<file path="config.mk">
export PLATFORM = sky130hd
export DESIGN_NAME = misr_core
export DESIGN_NICKNAME = d
export VERILOG_FILES = /design/src/rtl/c1355_test_pkg.sv /design/src/rtl/c1355_misr_checker_misr_core.sv
export SDC_FILE = /design/constraint.sdc
export NUM_CORES = 1
export LEC_CHECK = 0
export BUFFER_PORTS_ARGS = -buffer_cell sky130_fd_sc_hd__buf_2
export CAP_MARGIN = 20
export CELL_PAD_IN_SITES_DETAIL_PLACEMENT = 0
export CELL_PAD_IN_SITES_GLOBAL_PLACEMENT = 1
export CORE_MARGIN = 2
export CORE_UTILIZATION = 33
export DETAILED_ROUTE_END_ITERATION = 7
export PLACE_DENSITY_LB_ADDON = 0.1
export RECOVER_POWER = 100
export SYNTH_ARGS = -nofsm -noshare
export SYNTH_HDL_FRONTEND = slang
export SYNTH_SLANG_ARGS = --single-unit
</file>
<file path="constraint.sdc">
create_clock -name clk -period 2.5 [get_ports clk]
set_input_delay 0.375 -clock clk [delete_from_list [all_inputs] [get_ports clk]]
set_output_delay 0.375 -clock clk [all_outputs]
set_load 0.05 [all_outputs]
</file>
<file path="src/rtl/c1355_test_pkg.sv">
// Shared definitions for the c1355 aging-test blocks: core widths, default
// MISR polynomial/seed and the response-checker FSM state type.
package c1355_test_pkg;

    localparam int C1355_OUT_W = 32;
    localparam int C1355_IN_W  = 41;

    localparam logic [C1355_OUT_W-1:0] DEF_POLY = 32'h04C1_1DB7;
    localparam logic [C1355_OUT_W-1:0] DEF_SEED = 32'h0000_0000;

    typedef enum logic [1:0] {
        IDLE = 2'd0,
        RUN  = 2'd1,
        DONE = 2'd2
    } state_e;

endpackage

</file>
<file path="src/rtl/c1355_misr_checker_misr_core.sv">
// Multiple-input signature register: shift left, fold the shifted-out MSB back
// through POLY, XOR in the parallel data word. Load has priority over enable.
module misr_core
    import c1355_test_pkg::*;
#(
    parameter int                DATA_W = C1355_OUT_W,
    parameter logic [DATA_W-1:0] POLY   = DEF_POLY
) (
    input  logic              clk,
    input  logic              load,
    input  logic [DATA_W-1:0] load_val,
    input  logic              en,
    input  logic [DATA_W-1:0] data_in,
    output logic [DATA_W-1:0] sig,
    output logic [DATA_W-1:0] sig_next
);

    logic [DATA_W-1:0] sig_q;
    logic [DATA_W-1:0] sig_d;
    logic [DATA_W-1:0] step;

    // One GF(2) MISR step and the load/enable/hold selection.
    always_comb begin
        step  = {sig_q[DATA_W-2:0], 1'b0} ^ (sig_q[DATA_W-1] ? POLY : '0) ^ data_in;
        sig_d = sig_q;
        if (load) begin
            sig_d = load_val;
        end else if (en) begin
            sig_d = step;
        end
    end

    // Signature register.
    always_ff @(posedge clk) begin
        sig_q <= sig_d;
    end

    assign sig      = sig_q;
    // Value the register would take if enabled this edge; the top compares it
    // against golden so pass lands on the same edge as the final capture.
    assign sig_next = step;

endmodule

</file>
==> results of run 1 <==
[worst max-delay path: stages, from the launching register on]
cell	delay [ns]
edfxtp_1	0.74
xnor3_1	0.54
inv_1	0.07
clkbuf_2	0.26
[worst paths after layout]
kind                                   start      endpoint  depth (start not counted)  slack, ns
worst max-delay path                 sig[31]  sig_next[10]                          3       0.23
worst min register to register       sig[27]       sig[28]                          2       0.80
worst min-delay path            load_val[16]       sig[16]                          3       0.37
worst max register to register       sig[31]       sig[22]                          2       0.86
[per-layer routing]
metal	share of wire, %	global-route usage [%]
met1	41	15.1
met2	47	21.8
met3	10	4.89
met4	1.5	5.69
met5	0	0
[kinds of logic after synthesis]
kind of cell    after synthesis  share of synthesized area [%]
compound gates               13                           4.13
xor+xnor                     32                           24.8
flops                        32                           52.0
simple gates                 14                           2.98
mux                          19                           11.6
buf+inv                      19                           4.47
[where the power goes]
part	leakage (nW)	internal (W)	total, W	switching, W
clock	0.0399	0.000193	0.000374	0.000180
combinational	0.854	0.000335	0.00131	0.000971
sequential	0.329	0.000700	0.000766	0.0000662
[cell usage in the layout, fill, tap and decap left out, drive strengths merged]
master and instances:
edfxtp 32, buf 66, inv 13, clkinv 1
xnor3 13, mux2 19, o21ai 13, or2 1
xor2 19, clkbuf 74, nand2 13
[cell usage after synthesis]
cell type / number / share of area [%]
edfxtp_1: 32 / 52
mux2_2: 19 / 12
xor2_1: 19 / 9.0
inv_1: 13 / 2.6
nand2_1: 13 / 2.6
xnor3_1: 13 / 16
o21ai_0: 5 / 1.4
o21ai_1: 5 / 1.4
buf_2: 3 / 0.81
o21ai_2: 3 / 1.4
clkbuf_1: 2 / 0.41
buf_6: 1 / 0.61
or2_2: 1 / 0.34
[cell type report]
type / count / area (sq um)
Multi-Input combinational cell: 78 / 797
Clock buffer: 7 / 76.3
Clock inverter: 1 / 3.75
Fill cell: 569 / 2900
Timing Repair Buffer: 133 / 599
Tap cell: 72 / 90.1
Sequential cell: 32 / 961
Inverter: 13 / 48.8
[through the flow]
step	hold WS [ns]	cells	utilization, %	worst slack [ns]
after floorplan	0.566	129	-	0.366
after global placement	0.653	328	47.1	0.512
after global routing	0.362	336	47.1	0.0577
after CTS	0.363	336	48.6	0.189
after detailed placement	0.657	328	47.1	0.502
final	0.369	336	47.1	0.227
==> results.json, run 1 <==
{
  "status": "finished, final reports clean",
  "wl_per_cell_um": 12.5,
  "viasPerCell": 4.24,
  "drt_iter0_drc": 68,
  "drv_slew": 0,
  "final_design_area_no_fill_sq_um": 2580,
  "fin_crit_ns": 2.27,
  "cts-root-buf": "clkbuf_8",
  "rsz0062_at_grt": "no",
  "crit_arrival_ns": 1.90,
  "fin_nets": 330,
  "hp-class": "in2reg",
  "grt-ovfl-total": 0,
  "htreeDepth": 2,
  "clk_latency_ns": 0.28,
  "coreArea_sq_um": 5470,
  "dieArea_sq_um": 6210,
  "finalSetupViolCount": 0,
  "largest_reg_flops": 32,
  "critPathLaunchType": "flip-flop",
  "dp_hpwl_mm": 3.26,
  "tightest_slew_ns": 0.986,
  "die_h_um": 78.8,
  "num_vias": 1426,
  "max_freq_mhz": 440,
  "max_cap_violations": 0,
  "cts_setup_buffers": 0,
  "io_pins": 131,
  "cp.required_ns": 2.12,
  "ys_ff_latch": 32,
  "die_w_um": 78.8,
  "drt.antenna.violating_nets": 0,
  "min_period_over_period_pct": 90.9,
  "port_buffers": 130,
  "num_antenna_cells": 0,
  "area.growth.synth_to_final_pct": 39.4,
  "antenna_found_initial": 0,
  "tns_ns": 0,
  "ctsResizeCount": 0,
  "ys_types": 13,
  "clk_pin_slew_ns": 0.07,
  "grt_pass1_vias": 1285,
  "power.leakage_nw": 1.22,
  "drive_gt1_share_pct": 39.8,
  "grt_max_degree": 28,
  "grt_use_total_pct": 13.1,
  "synth_warnings": 0,
  "syn_inst": 129,
  "max-clock-path-buffers": 2,
  "worstSetupPathType": "reg2out",
  "postCtsHoldBufs": 0,
  "first_pass_iters": 4,
  "avgSynthCellArea_sq_um": 14.3,
  "drt_wl_total_mm": 4.20,
  "peakVddDrop_mv": 0.476,
  "cts_tree": "done",
  "cts_sinks": 32,
  "start_util_pct": 33.8,
  "max_slew_margin_pct": 34.3,
  "total_power_w": 0.00245,
  "netlist_area_sq_um": 1850,
  "place_congestion": 0.691,
  "yosysSeqAreaShare_pct": 52.0,
  "end_kind": "output pin",
  "placed_cell_area_sq_um": 2580,
  "syn_nets": 196,
  "p_per_area_nw_per_um2": 949,
  "hold_violations": 0,
  "critPathMaxFanout": 15,
  "finClkSkew_ns": 0.00653,
  "grt_pass1_wl_mm": 6.04,
  "std_cell_rows": 27,
  "numCtsBuffers": 5,
  "drc": 0
}
Note: power is estimated with default switching activity, not from simulation.
==> run 2: changes to the inputs <==
--- a/config.mk
+++ b/config.mk
@@ -5,12 +5,12 @@
 export SDC_FILE = /design/constraint.sdc
 export NUM_CORES = 1
 export LEC_CHECK = 0
+export ABC_AREA = 1
 export BUFFER_PORTS_ARGS = -buffer_cell sky130_fd_sc_hd__buf_2
-export CAP_MARGIN = 20
 export CELL_PAD_IN_SITES_DETAIL_PLACEMENT = 0
 export CELL_PAD_IN_SITES_GLOBAL_PLACEMENT = 1
 export CORE_MARGIN = 2
-export CORE_UTILIZATION = 33
+export CORE_UTILIZATION = 31
 export DETAILED_ROUTE_END_ITERATION = 7
 export PLACE_DENSITY_LB_ADDON = 0.1
 export RECOVER_POWER = 100
==> run 2 against run 1 <==
  * Setup slack better by 0.27 ns
  * Clock power is 2% lower
  * Synthesized cell count rose by 100%
  * Count of clock-buffer cells in the layout stayed put
  * Fmax rose by 13%
  * Sequential power is 4.8% lower
  * Register-to-register slack better by 0.28 ns
  * Largest power group unchanged
  * Highest routed layer unchanged
==> results.json, run 2 <==
{
  "power.share.switching_pct": 49.1,
  "rsz0062_at_grt": "no",
  "die_w_um": 85.5,
  "grt_max_degree": 33,
  "drv_slew": 0,
  "largest_reg_flops": 32,
  "synthArstFlopShare_pct": 0,
  "ys_top_cells_by_count": "nand2_1 (135), edfxtp_1 (32), inv_1 (26)",
  "min_path_cells": 3,
  "seq_power_share_pct": 34.5,
  "grt_use_total_pct": 15.1,
  "grt_pass1_vias": 1918,
  "grt-ovfl-total": 0,
  "r2r_cells": 6,
  "max_freq_mhz": 499,
  "critPathLaunchType": "flip-flop",
  "total_power_w": 0.00212,
  "peakVddDrop_mv": 0.285,
  "antenna_found_initial": 0,
  "num_vias": 2037,
  "fin_nets": 461,
  "clk_pin_slew_ns": 0.07,
  "min_period_over_period_pct": 80.1,
  "ys_types": 11,
  "timing.rr.start": "sig[31]",
  "tightest_slew_ns": 1.08,
  "die_h_um": 85.5,
  "synth_edf_count": 32,
  "r2r-end": "sig[26]",
  "whs_endpoint": "sig[29]",
  "postCtsHoldBufs": 0,
  "comb_power_share_pct": 48.2,
  "hp-class": "in2reg",
  "power.leakage_nw": 1.45,
  "max_slew_margin_pct": 27.7,
  "min_from": "load_val[29]",
  "cts_tree": "done",
  "synth-main-ff-cell": "edfxtp_1",
  "coreArea_sq_um": 6390,
  "finalSetupViolCount": 0,
  "clkPwrFrac_pct": 17.4,
  "area.growth.synth_to_final_pct": 35.0,
  "p_int_w": 0.00108,
  "yosysTopAreaCellShare_pct": 46.7,
  "htreeDepth": 2,
  "drive_gt1_share_pct": 22.3,
  "first_pass_iters": 4,
  "drc": 0,
  "worstSetupPathType": "reg2out",
  "syn_inst": 263,
  "numCtsBuffers": 5,
  "mostFrequentLayoutCells": "nand2_1 (135), buf_2 (67), clkbuf_1 (65)",
  "tns_ns": 0,
  "grt_pass1_wl_mm": 8.59,
  "max_cap_violations": 0,
  "ys_ff_latch": 32,
  "dp_hpwl_mm": 4.07,
  "p_per_area_nw_per_um2": 762,
  "synth.most_common_cell": "nand2_1",
  "crit_arrival_ns": 1.63,
  "port_buffers": 130,
  "final_common_cell": "nand2_1",
  "cts_setup_buffers": 0,
  "finClkSkew_ns": 0.00695,
  "num_antenna_cells": 0,
  "status": "finished, final reports clean",
  "ys_top_cells_by_area": "edfxtp_1 (47%), nand2_1 (25%), xor2_1 (8.1%), nand3_2 (4.9%), inv_1 (4.7%)",
  "yosysTopAreaCell": "edfxtp_1",
  "cts_sinks": 32,
  "wl_per_cell_um": 11.7,
  "dieArea_sq_um": 7310,
  "final_util_pct": 43.5,
  "rrSetupSlack_ns": 1.14,
  "syn_nets": 330,
  "p_sw_w": 0.00104,
  "netlist_area_sq_um": 2060,
  "avgSynthCellArea_sq_um": 7.83,
  "cp.required_ns": 2.12,
  "synth_warnings": 0,
  "io_pins": 131,
  "drt.antenna.violating_nets": 0,
  "start_util_pct": 32.2,
  "critPathMaxFanout": 13,
  "std_cell_rows": 29,
  "ctsResizeCount": 0,
  "max-clock-path-buffers": 2,
  "hold_violations": 0,
  "place_congestion": 0.738,
  "drt_wl_total_mm": 5.50,
  "clk_latency_ns": 0.28,
  "fin_crit_ns": 2.00,
  "drt_iter0_drc": 73,
  "cts-root-buf": "clkbuf_8",
  "viasPerCell": 4.32,
  "end_kind": "output pin",
  "yosysSeqAreaShare_pct": 46.7
}
## run 2: critical path, stage by stage, from the launching register on
cell      delay, ns
edfxtp_1       0.39
inv_2          0.33
nand3_1        0.16
and2_1         0.18
clkbuf_1       0.29
## run 2: layout make-up
class	instances	area, sq um
Sequential cell	32	961
Multi-Input combinational cell	194	941
Clock inverter	1	3.75
Tap cell	77	96.3
Fill cell	718	3610
Clock buffer	7	76.3
Inverter	28	105
Timing Repair Buffer	133	594
## run 2: cell families after synthesis
logic type | Yosys count | share of synthesized area, %
flip-flops | 32 | 46.7
XOR/XNOR | 19 | 8.09
AND/OR/NAND/NOR | 175 | 37.6
buffers and inverters | 37 | 7.60
## run 2: worst max-delay path by stage
stage | end | slack, ns | startpoint
after CTS | sig_next[26] | 0.46 | sig[31]
after global routing | sig[11] | 0.29 | load
after floorplan | sig_next[0] | 0.55 | sig[31]
after detailed placement | sig[11] | 0.75 | load
final | sig_next[1] | 0.50 | sig[31]
after global placement | sig[11] | 0.75 | load
## run 2: power groups by stage
| stage | logic (W) | registers [W] | clock network (W) |
|---|---|---|---|
| floorplan | 0.000587 | 0.000961 | 0 |
| global placement | 0.00107 | 0.000739 | 0 |
| detailed placement | 0.00107 | 0.000737 | 0 |
| CTS | 0.00107 | 0.000728 | 0.000380 |
| global route | 0.00109 | 0.000737 | 0.000406 |
| finish | 0.00102 | 0.000729 | 0.000367 |
## run 2: stage by stage
| stage | hold slack, ns | cells | setup WS [ns] | area, sq um |
|---|---|---|---|---|
| after global placement | 0.645 | 464 | 0.750 | 2780 |
| after CTS | 0.351 | 472 | 0.462 | 2860 |
| final | 0.360 | 472 | 0.497 | 2780 |
| after detailed placement | 0.644 | 464 | 0.745 | 2780 |
| after global routing | 0.370 | 472 | 0.286 | 2780 |
| after floorplan | 0.557 | 263 | 0.550 | 2060 |
## run 2: layer usage
layer  share of wire, %  GRT usage (%)  vias to the layer above
met5                  0              0                        -
met4               0.91           3.46                        0
met3                8.0           4.18                        7
met2                 45           25.4                       82
met1                 47           19.2                      870
li1                   -              -                     1078
==> run 3: changes to the inputs <==
--- a/config.mk
+++ b/config.mk
@@ -10,7 +10,7 @@
 export CELL_PAD_IN_SITES_DETAIL_PLACEMENT = 0
 export CELL_PAD_IN_SITES_GLOBAL_PLACEMENT = 1
 export CORE_MARGIN = 2
-export CORE_UTILIZATION = 31
+export CORE_UTILIZATION = 26
 export DETAILED_ROUTE_END_ITERATION = 7
 export PLACE_DENSITY_LB_ADDON = 0.1
 export RECOVER_POWER = 100
==> constraint.sdc (replaced) <==
create_clock -name clk -period 1.7 [get_ports clk]
set_input_delay 0.255 -clock clk [delete_from_list [all_inputs] [get_ports clk]]
set_output_delay 0.255 -clock clk [all_outputs]
set_load 0.05 [all_outputs]
==> run 3 against run 2 <==
  * Design area up 16%
  * Highest routed layer unchanged
  * Core utilization down 1.7 points
  * Largest cell class is now multi-input gates
  * Critical path type unchanged
  * Clock power up 53%
==> results.json, run 3 (same netlist as run 2, synthesis figures left out) <==
{
  "status": "finished, final reports clean",
  "min_period_over_period_pct": 96.3,
  "max_cap_violations": 0,
  "end_kind": "output pin",
  "numCtsBuffers": 5,
  "finalSetupViolCount": 0,
  "port_buffers": 130,
  "drt.antenna.violating_nets": 0,
  "hold_violations": 0,
  "place_ws_ns": 0.0937,
  "num_antenna_cells": 0,
  "hp-class": "in2reg",
  "r2r-end": "sig[0]",
  "clkPwrFrac_pct": 16.4,
  "comb_power_share_pct": 52.1,
  "min_from": "load_val[29]",
  "rrSetupSlack_ns": 0.50,
  "drv_slew": 0,
  "fin_crit_ns": 1.64,
  "htreeDepth": 2,
  "holdWs_ns": 0.240,
  "r2r_cells": 4,
  "grt_use_total_pct": 14.0,
  "grt_pass1_wl_mm": 9.34,
  "timing.rr.start": "sig[31]",
  "peakVddDrop_mv": 0.418,
  "p_per_area_nw_per_um2": 1070,
  "fin_nets": 464,
  "drt_wl_total_mm": 6.08,
  "largest_reg_flops": 32,
  "viasPerCell": 4.13,
  "postCtsHoldBufs": 0,
  "tightest_slew_ns": 0.822,
  "cts_sinks": 32,
  "cts_tree": "done",
  "mostFrequentLayoutCells": "nand2_1 (135), buf_2 (67), edfxtp_1 (32)",
  "finalNonFillerCells": 499,
  "grt_pass1_vias": 1944,
  "wl_per_cell_um": 12.2,
  "setup_ws_ns": 0.0634,
  "max_freq_mhz": 611,
  "power.leakage_nw": 1.67,
  "clk_pin_slew_ns": 0.07,
  "whs_endpoint": "sig[29]",
  "grt_max_degree": 34,
  "power.share.switching_pct": 47.3,
  "dp.cells": 490,
  "final_common_cell": "nand2_1",
  "p_int_w": 0.00182,
  "fill_cells": 834,
  "die_w_um": 93.0,
  "max_slew_margin_pct": 45.2,
  "die_h_um": 93.0,
  "p_sw_w": 0.00163,
  "rsz0062_at_grt": "yes",
  "io_pins": 131,
  "first_pass_iters": 5,
  "antenna_found_initial": 0,
  "dieArea_sq_um": 8640,
  "clk_latency_ns": 0.28,
  "dp_hpwl_mm": 4.48,
  "drc": 0,
  "cts-root-buf": "clkbuf_8",
  "critPathMaxFanout": 6,
  "std_cell_rows": 32,
  "grt-ovfl-total": 0,
  "crit_arrival_ns": 1.38,
  "cp.required_ns": 1.44,
  "place_congestion": 0.793,
  "critPathLaunchType": "flip-flop",
  "seq_power_share_pct": 31.5,
  "min_path_cells": 3,
  "drt_iter0_drc": 63,
  "finClkSkew_ns": 0.00178,
  "coreArea_sq_um": 7690,
  "drive_gt1_share_pct": 40.1,
  "num_vias": 2061,
  "area.growth.synth_to_final_pct": 55.9,
  "start_util_pct": 26.8,
  "max-clock-path-buffers": 2,
  "worstSetupPathType": "reg2out"
}
[run 3: changes by cell type in the layout (fill, tap and decap cells not counted), moves of 2 or more]
cell      previous run  this run
clkbuf_1            65        31
clkbuf_2             0        19
and2_4               0        12
buf_6                0         6
buf_8                0        10
xor2_1              19         0
nand3_1             16        14
and2_1              13         0
xor2_2               0        19
[run 3: how the worst max path moves through the flow]
stage             from  slack (ns)  cells past startpoint      endpoint
2_1_floorplan  sig[31]        0.04                      3   sig_next[1]
3_3_place_gp      load        0.16                      5       sig[26]
3_5_place_dp      load        0.09                      5       sig[23]
4_1_cts        sig[31]       -0.01                      4  sig_next[16]
5_1_grt        sig[31]       -0.02                      6  sig_next[26]
6_report       sig[31]        0.06                      5  sig_next[10]
[run 3: area by class of cell]
type	instances	area, sq um	share of cell area [%]
multi-input combinational	194	1130	35.3
clock buffer	6	72.6	2.26
sequential	32	961	29.9
timing repair buffer	136	803	25.0
tap	102	128	3.98
inverter	28	108	3.35
clock inverter	1	5.00	0.156
[run 3: timing repair]
item / CTS / global route
endpoints found under the hold margin: 0 / 0
pin swaps: 0 / 7
resized for setup: 23 / 34
endpoints found under the setup margin: 11 / 13
setup buffers: 1 / 1
[run 3: metrics by stage]
step                total power [W]  instance area (sq um)  util (%)  setup TNS, ns
finish                      0.00344                   3210      41.7              0
global route                0.00363                   3210      41.7        -0.0206
CTS                         0.00339                   3140      40.8        -0.0105
detailed placement          0.00274                   2980      38.8              0
global placement            0.00274                   2980      38.8              0
floorplan                   0.00233                   2210         -              0
[run 3: power by group through the flow]
stage | logic [W] | clock network (W) | registers (W)
6_report | 0.00179 | 0.000563 | 0.00109
3_3_place_gp | 0.00164 | 0 | 0.00110
5_1_grt | 0.00191 | 0.000621 | 0.00110
4_1_cts | 0.00172 | 0.000591 | 0.00108
2_1_floorplan | 0.000898 | 0 | 0.00143
3_5_place_dp | 0.00164 | 0 | 0.00110
[run 3: critical path, cell delays in order, from the launching register on]
cell      delay, ns
edfxtp_1       0.45
inv_4          0.13
buf_12         0.14
nand3_4        0.07
and2_4         0.16
buf_8          0.14
[run 3: layer usage]
metal	vias to the layer above	global-route usage [%]	part of all wire [%]
met3	6	4.35	8.3
met5	-	0	0
met1	898	18.7	46
met2	93	22.2	45
met4	0	3.31	0.97
li1	1064	-	-
